`src/rtl/fifo_rd_arbiter.sv`:
```
// Read-side scheduler for the dual-clock FIFO: round-robin burst grants, FIFO read strobe and
// owner-tagged response routing. Optional macro FIFO_RD_ARB_PRIO_EN gives requester 0 priority.
module fifo_rd_arbiter #(
  parameter int NUM_REQ   = 4,
  parameter int BURST_LEN = 4,
  parameter int DW        = 8
) (
  input  logic               rd_clk,
  input  logic               reset_n,
  input  logic [NUM_REQ-1:0] req,
  output logic [NUM_REQ-1:0] gnt,
  input  logic               fifo_empty,
  output logic               fifo_rd,
  input  logic [DW-1:0]      fifo_data,
  output logic [NUM_REQ-1:0] rsp_valid,
  output logic [DW-1:0]      rsp_data,
  output logic               busy
);
  localparam int IW = (NUM_REQ > 1) ? $clog2(NUM_REQ) : 1;
  localparam int CW = $clog2(BURST_LEN + 1);

  typedef enum logic [1:0] {IDLE, GRANT, DRAIN} state_t;

  state_t             state_q, state_d;
  logic [NUM_REQ-1:0] gnt_q, gnt_d;
  logic [IW-1:0]      owner_q, owner_d;
  logic [IW-1:0]      rr_ptr_q, rr_ptr_d;
  logic [CW-1:0]      beat_cnt_q, beat_cnt_d;
  logic               p1_vld_q, p1_vld_d;
  logic [IW-1:0]      p1_owner_q, p1_owner_d;
  logic [NUM_REQ-1:0] rsp_valid_q, rsp_valid_d;
  logic [DW-1:0]      rsp_data_q, rsp_data_d;

  logic               win_found;
  logic [IW-1:0]      win_idx;
  int                 cand;
  logic               fire;
  logic               last_beat;

  // Round-robin search starting at rr_ptr, wrapping over all requesters.
  always_comb begin
    win_found = 1'b0;
    win_idx   = '0;
    cand      = 0;
`ifdef FIFO_RD_ARB_PRIO_EN
    if (req[0]) win_found = 1'b1;
`endif
    for (int i = 0; i < NUM_REQ; i++) begin
      cand = int'(rr_ptr_q) + i;
      if (cand >= NUM_REQ) cand = cand - NUM_REQ;
`ifdef FIFO_RD_ARB_PRIO_EN
      if (!win_found && cand != 0 && req[cand]) begin
`else
      if (!win_found && req[cand]) begin
`endif
        win_found = 1'b1;
        win_idx   = cand[IW-1:0];
      end
    end
  end

  assign fire      = (state_q == GRANT) && req[owner_q] && !fifo_empty &&
                     (beat_cnt_q < CW'(BURST_LEN));
  assign last_beat = (beat_cnt_q == CW'(BURST_LEN - 1));

  always_comb begin
    state_d     = state_q;
    gnt_d       = gnt_q;
    owner_d     = owner_q;
    rr_ptr_d    = rr_ptr_q;
    beat_cnt_d  = beat_cnt_q;
    unique case (state_q)
      IDLE: begin
        if (|req && !fifo_empty) begin
          owner_d    = win_idx;
          gnt_d      = NUM_REQ'(1) << win_idx;
          beat_cnt_d = '0;
          state_d    = GRANT;
        end
      end
      GRANT: begin
        if (fire) beat_cnt_d = beat_cnt_q + CW'(1);
        if ((fire && last_beat) || !req[owner_q] || fifo_empty) state_d = DRAIN;
      end
      DRAIN: begin
        gnt_d      = '0;
        beat_cnt_d = '0;
        state_d    = IDLE;
`ifdef FIFO_RD_ARB_PRIO_EN
        if (owner_q != '0)
`endif
        rr_ptr_d = (owner_q == IW'(NUM_REQ - 1)) ? '0 : owner_q + IW'(1);
      end
      default: state_d = IDLE;
    endcase
  end

  // Response pipeline carries the owner with the data, independent of the grant FSM.
  always_comb begin
    p1_vld_d    = fire;
    p1_owner_d  = owner_q;
    rsp_valid_d = p1_vld_q ? (NUM_REQ'(1) << p1_owner_q) : '0;
    rsp_data_d  = p1_vld_q ? fifo_data : rsp_data_q;
  end

  // NOTE: all state uses non-blocking assignment so every flop samples pre-edge values;
  // the response pipeline is reset too, which is what discards an in-flight beat.
  always_ff @(posedge rd_clk or negedge reset_n) begin
    if (!reset_n) begin
      state_q     <= IDLE;
      gnt_q       <= '0;
      owner_q     <= '0;
      rr_ptr_q    <= '0;
      beat_cnt_q  <= '0;
      p1_vld_q    <= 1'b0;
      p1_owner_q  <= '0;
      rsp_valid_q <= '0;
      rsp_data_q  <= '0;
    end else begin
      state_q     <= state_d;
      gnt_q       <= gnt_d;
      owner_q     <= owner_d;
      rr_ptr_q    <= rr_ptr_d;
      beat_cnt_q  <= beat_cnt_d;
      p1_vld_q    <= p1_vld_d;
      p1_owner_q  <= p1_owner_d;
      rsp_valid_q <= rsp_valid_d;
      rsp_data_q  <= rsp_data_d;
    end
  end

  assign gnt       = gnt_q;
  assign fifo_rd   = fire;
  assign rsp_valid = rsp_valid_q;
  assign rsp_data  = rsp_data_q;
  assign busy      = (state_q != IDLE);
endmodule

```
`config.mk`:
```
export PLATFORM = sky130hd
export DESIGN_NAME = fifo_rd_arbiter
export DESIGN_NICKNAME = d
export VERILOG_FILES = /design/src/rtl/fifo_rd_arbiter.sv
export SDC_FILE = /design/constraint.sdc
export NUM_CORES = 1
export LEC_CHECK = 0
export BUFFER_PORTS_ARGS = -buffer_cell sky130_fd_sc_hd__buf_2
export CORE_UTILIZATION = 45
export CTS_CLUSTER_DIAMETER = 50
export DETAILED_ROUTE_END_ITERATION = 8
export HOLD_SLACK_MARGIN = 0.03
export PLACE_DENSITY = 0.78
export RECOVER_POWER = 100
export SLEW_MARGIN = 20
export SYNTH_ARGS = -nofsm -noshare
export SYNTH_HDL_FRONTEND = slang
export SYNTH_SLANG_ARGS = --single-unit
```
`constraint.sdc`:
```
create_clock -name rd_clk -period 1.9 [get_ports rd_clk]
set_clock_uncertainty 0.05 [all_clocks]
set_input_delay 0.095 -clock rd_clk [delete_from_list [all_inputs] [get_ports rd_clk]]
set_output_delay 0.095 -clock rd_clk [all_outputs]
set_load 0.005 [all_outputs]
```
; Word-level counts from Yosys, hierarchy flattened
; Cells that the tools add are included.
; W data, S select, Z words.
[totals]
reg_bits = 28
output_inout_bits = 18
inputBits = 15
elab_cells = 96
[classes]
n_lt_le_gt_ge = 10
n_mux = 35
reduce_logical = 24
add_sub_neg = 9
n_shift = 2
eq_ne = 7
[ops]
columns = cell, count
row1 = $lt A32 B4 Y1 const B, 4
row2 = $mux W32, 4
row3 = $mux W2, 7
row4 = $mux W1, 12
row5 = $sub A3 B3 Y4 const B, 3
row6 = $bmux W1 S2, 5
row7 = $ge A3 B3 Y1 const B, 3
row8 = $pmux W3 S3, 1
row9 = $logic_and A1 B1 Y1, 8
row10 = $mux W4, 2
row11 = $pmux W4 S2, 1
row12 = $shl A1 B2 Y4 const A, 2
row13 = $add A2 B2 Y3 const B, 2
row14 = $mux W3, 2
row15 = $reduce_and A2 Y1, 3
row16 = $logic_not A1 Y1, 5
row17 = $eq A2 B2 Y1 const B, 2
row18 = $ne A2 B2 Y1 const B, 2
row19 = $pmux W2 S2, 1
row20 = $reduce_bool A2 Y1, 2
row21 = $reduce_or A4 Y1, 1
row22 = $sub A2 B3 Y4 const B, 1
row23 = $add A2 B1 Y3 const B, 1
row24 = $add A3 B1 Y3 const B, 1
row25 = 11 further kinds, 12

; Depth between registers and ports, before layout
[depth]
depth_word = 18
ltp_mapped = 5
mapped_depth_nobuf = 4

; Worst setup path before layout
; Ideal clock, no wire load.
[synth_timing]
kind = register -> register
from = reg state_q[0]
to = reg gnt_q[1], in the netlist gnt[1]
path_slack_ps = 281
path_stages_with_launch = 5
arrival_time_ps = 1503
cell_sequence = dfrtp_1 buf_6 or4_4 nor4_4 a22o_1
[synth_between]
elab_chain_cells = 3
elab_cells_between_ends = 6
cone_classes = eq/ne (2) / mux (1) / reduce/logical (3)
[synth_lines]
columns = element, line_no
row1 = "start, declared", 24  ; state_t state_q, state_d;
row2 = "start signal, assigned", 120  ; state_q <= state_d;
row3 = $eq A2 B2 Y1 or $logic_not A2 Y1 (tied branches), 72  ; unique case (state_q)
row4 = $reduce_bool A2 Y1 (no line) or $ne A2 B2 Y1 (tied branches), n/a
row5 = $reduce_and A2 Y1 (no line), n/a
row6 = "end signal, assigned", 121  ; gnt_q <= gnt_d;
row7 = "end, declared", 25  ; logic [NUM_REQ-1:0] gnt_q, gnt_d;
; Several ways; a longest one is shown, not always the timed one.
; A chain may end at the register's enable or synchronous reset.

; Worst setup path in the final report
[layout_timing]
from = reg state_q[0]
to = reg gnt_q[3], in the netlist gnt[3]
; The elaborated chain is that of the path after synthesis.

==> results.tsv <==
stage	metric	value	unit
run_status	outcome	completed	
yosys	synth-edff-count	0	
clock_tree	tritoncts.num_buffers	3	
layout	n_antenna_cell	0	
floorplanning	die_h	53.77	µm
sta	setup-violations-final	0	
setup_path	cp-end-kind	flop	
floorplanning	placeable_core_region	2500	µm²
sta	slew_headroom	0.5957	
sta	post-route-worst-setup-slack	0.09114	ns
clock_tree	cts_max_level	1	
clock_tree	cts_max_path_buffers	2	
global_routing	grt_pass1_vias	852	
layout	drive_above_1_share	0.3015	
setup_path	crit_type	flop to flop	
sta	final-hold-violation-count	0	
layout	layout.nets	155	
power	pwrdens	1346	nW/µm²
placed_design	finalWeightedCongestion	0.8937	
setup_path	arrival	2.04	ns
yosys	syn-cell-area	1206	µm²
yosys	synth_sequential_area_ratio	0.5809	
clock_tree	tritoncts	yes	
layout	area_growth_synth_to_finish	26.14	%
sta	period_needed	1.809	ns
placed_design	pre_cts_ws	0.2038	ns
clock_tree	clock_tree.root_cell	sky130_fd_sc_hd__clkbuf_4	
setup_path	maximum_fanout_along_the_worst_path	10	
global_routing	grt_remaining_overflow	0	
sta	final_max_slew_viol_count	0	
yosys	netlist_top_cells_count	sky130_fd_sc_hd__dfrtp_1 (28), sky130_fd_sc_hd__mux2_2 (9), sky130_fd_sc_hd__nand2_1 (6)	
global_routing	grt_antenna_before_repair	0	
placed_design	post-dp-hpwl	1.642	mm
yosys	post-synth-top-area-fraction	0.5809	
sta	grt_setup_unrepaired	false	
yosys	synth_area_leader_cell	sky130_fd_sc_hd__dfrtp_1	
drt	route.final.wire_length	2.289	mm
yosys	most_used_standard_cell_by_instance_count_after_synthesis	sky130_fd_sc_hd__dfrtp_1	
drt	detail_route.first_pass.iterations	3	
placed_design	dpl-instance-area	1389	µm²
worst_hold_path	min_path_type	input pin to flop	
sta	worst-slew-pin-transition	0.6065	ns
drt	ant_nets	0	
global_routing	pin_count_of_the_biggest_net_entering_global_routing	29	
drt	drc	0	
layout	area_of_all_placed_cells_without_fillers	1521	µm²
layout	n_fill_cell	206	
layout	layout.area.seq	701.9	µm²
power	worst_ir_drop_vdd	0.7418	mV
drt	via_count	872	
clock_tree	cts.clk_slew.worst_paths	0.15	ns
sta	maxClockFrequency	552.8	MHz
layout	multi_input_gate_area	476.7	µm²
yosys	synth_top_flop_cell	sky130_fd_sc_hd__dfrtp_1	
global_routing	grt_first_pass_wirelength	3.574	mm
sta	summed_negative_setup_slack_over_all_endpoints	0	ns
setup_path	cp-start-kind	flop	
drt	route.detailed.vias_per_inst	5.253	
sta	fin_worst_hold_slack	0.1152	ns
clock_tree	clock_latency_late_sink	0.32	ns
placed_design	io_buffers	32	
global_routing	grtUsageTotal	0.1769	
clock_tree	clock_sinks	28	
yosys	synthesis.nets	111	
yosys	synth.yosys.warnings	0	
floorplanning	floorplan.die_area	2891	µm²
setup_path	worst_ep_required_time	2.13	ns
run	cap_violations	0	
yosys	synth_cell_types	35	
floorplanning	fp.dieW	53.77	µm
yosys	async_flop_share	1.000	
floorplanning	ports	33	
power	power_leakage	0.0007241	µW
drt	detailedRoute.firstIterationViolations	6	
yosys	netlist_instances	93	
floorplanning	placement_rows	18	
drt	route.detailed.wl_per_inst	13.79	µm
floorplanning	initial_util	0.4825	
yosys	yosys-top-cells-area	sky130_fd_sc_hd__dfrtp_1 (58%), sky130_fd_sc_hd__mux2_2 (8.4%), sky130_fd_sc_hd__ha_1 (3.1%), sky130_fd_sc_hd__o2bb2ai_1 (2.2%), sky130_fd_sc_hd__mux4_2 (1.9%)	
yosys	synth.ff_latch_count	28	
layout	final_util	0.6086	
yosys	post_synth.cell_area_avg	12.97	µm²
sta	final_period_utilization	0.9520	
-- flip-flops by register name, indices dropped and copies added, names as in the netlist, 2 cells and up --
signal / count
beat_cnt_q: 3
p1_owner_q: 2
owner_q: 2
rr_ptr_q: 2
rsp_data: 8
rsp_valid: 4
gnt: 4
state_q: 2
-- metal layers --
layer	vias to the layer above	global-route usage	share of wire
met2	29	0.3086	0.48
met4	0	0.07456	0.0074
met3	2	0.03672	0.045
met1	411	0.2083	0.46
li1	430	-	-
met5	-	0	0
-- what timing repair did --
action,in CTS,in global routing
endpoints found under the hold margin,36,0
buffers inserted,0,0
pin swaps,0,0
endpoints found under the setup margin,1,1
hold buffers,9,0
resized for setup,1,1
-- logic make-up (layout without fill, tap and decap cells) --
| group | Yosys count | in the layout | share of synthesized area |
|---|---|---|---|
| mux | 11 | 11 | 0.1110 |
| flops | 28 | 28 | 0.5809 |
| compound gates | 22 | 22 | 0.1328 |
| buf+inv | 6 | 49 | 0.02489 |
| fa+ha+maj | 3 | 3 | 0.03112 |
| simple gates | 23 | 23 | 0.1193 |
-- power by group --
group | internal (µW) | switching [µW]
Clock | 213 | 172
Sequential | 809 | 189
Combinational | 361 | 304
Total | 1380 | 665
-- final timing paths --
kind / start / to / slack [ns] / cells after the start
setup / recovery: state_q[0]$_DFFE_PN0P_ / gnt[3]$_DFFE_PN0P_ / 0.09 / 3
hold / removal: fifo_empty / state_q[0]$_DFFE_PN0P_ / 0.12 / 4
setup reg to reg: state_q[0]$_DFFE_PN0P_ / gnt[3]$_DFFE_PN0P_ / 0.09 / 3
hold reg to reg: p1_owner_q[0]$_DFF_PN0_ / rsp_valid[2]$_DFF_PN0_ / 0.43 / 1
max in group asynchronous: reset_n / owner_q[0]$_DFFE_PN0P_ / 1.11 / 2
min in group asynchronous: reset_n / rsp_data[5]$_DFFE_PN0P_ / 0.27 / 2
-- critical path, cell delays in order, from the launching register on --
cell and delay, ns:
sky130_fd_sc_hd__dfrtp_1 0.49, sky130_fd_sc_hd__or4_1 0.68, sky130_fd_sc_hd__nor4_4 0.37, sky130_fd_sc_hd__a22o_1 0.17
-- cell usage in the layout, fill, tap and decap left out, types with 2 or more instances in the layout --
cell                             n
sky130_fd_sc_hd__a21oi_1         3
sky130_fd_sc_hd__a22o_1          2
sky130_fd_sc_hd__buf_2          22
sky130_fd_sc_hd__clkbuf_1        9
sky130_fd_sc_hd__clkbuf_4        3
sky130_fd_sc_hd__dfrtp_1        27
sky130_fd_sc_hd__dlygate4sd3_1   9
sky130_fd_sc_hd__ha_1            3
sky130_fd_sc_hd__inv_1           4
sky130_fd_sc_hd__mux2_2          9
sky130_fd_sc_hd__nand2_1         6
sky130_fd_sc_hd__nand2b_1        2
sky130_fd_sc_hd__nor2_1          3
sky130_fd_sc_hd__nor3b_1         2
sky130_fd_sc_hd__o211ai_1        2
sky130_fd_sc_hd__o21ai_0         4
sky130_fd_sc_hd__o2bb2ai_1       3
-- area by class of cell --
cell class                 instances  area share
sequential                        28      0.4613
multi-input combinational         59      0.3133
timing repair buffer              41      0.1562
tap                               30     0.02467
clock inverter                     1     0.01974
clock buffer                       3     0.01480
inverter                           4    0.009868
-- stage by stage --
step	total power, µW	cells
after floorplan	1428	93
after global placement	1646	153
after detailed placement	1687	153
after CTS	2092	166
after global routing	2186	166
final	2047	166
No activity file was read; power rests on OpenSTA's default activity.
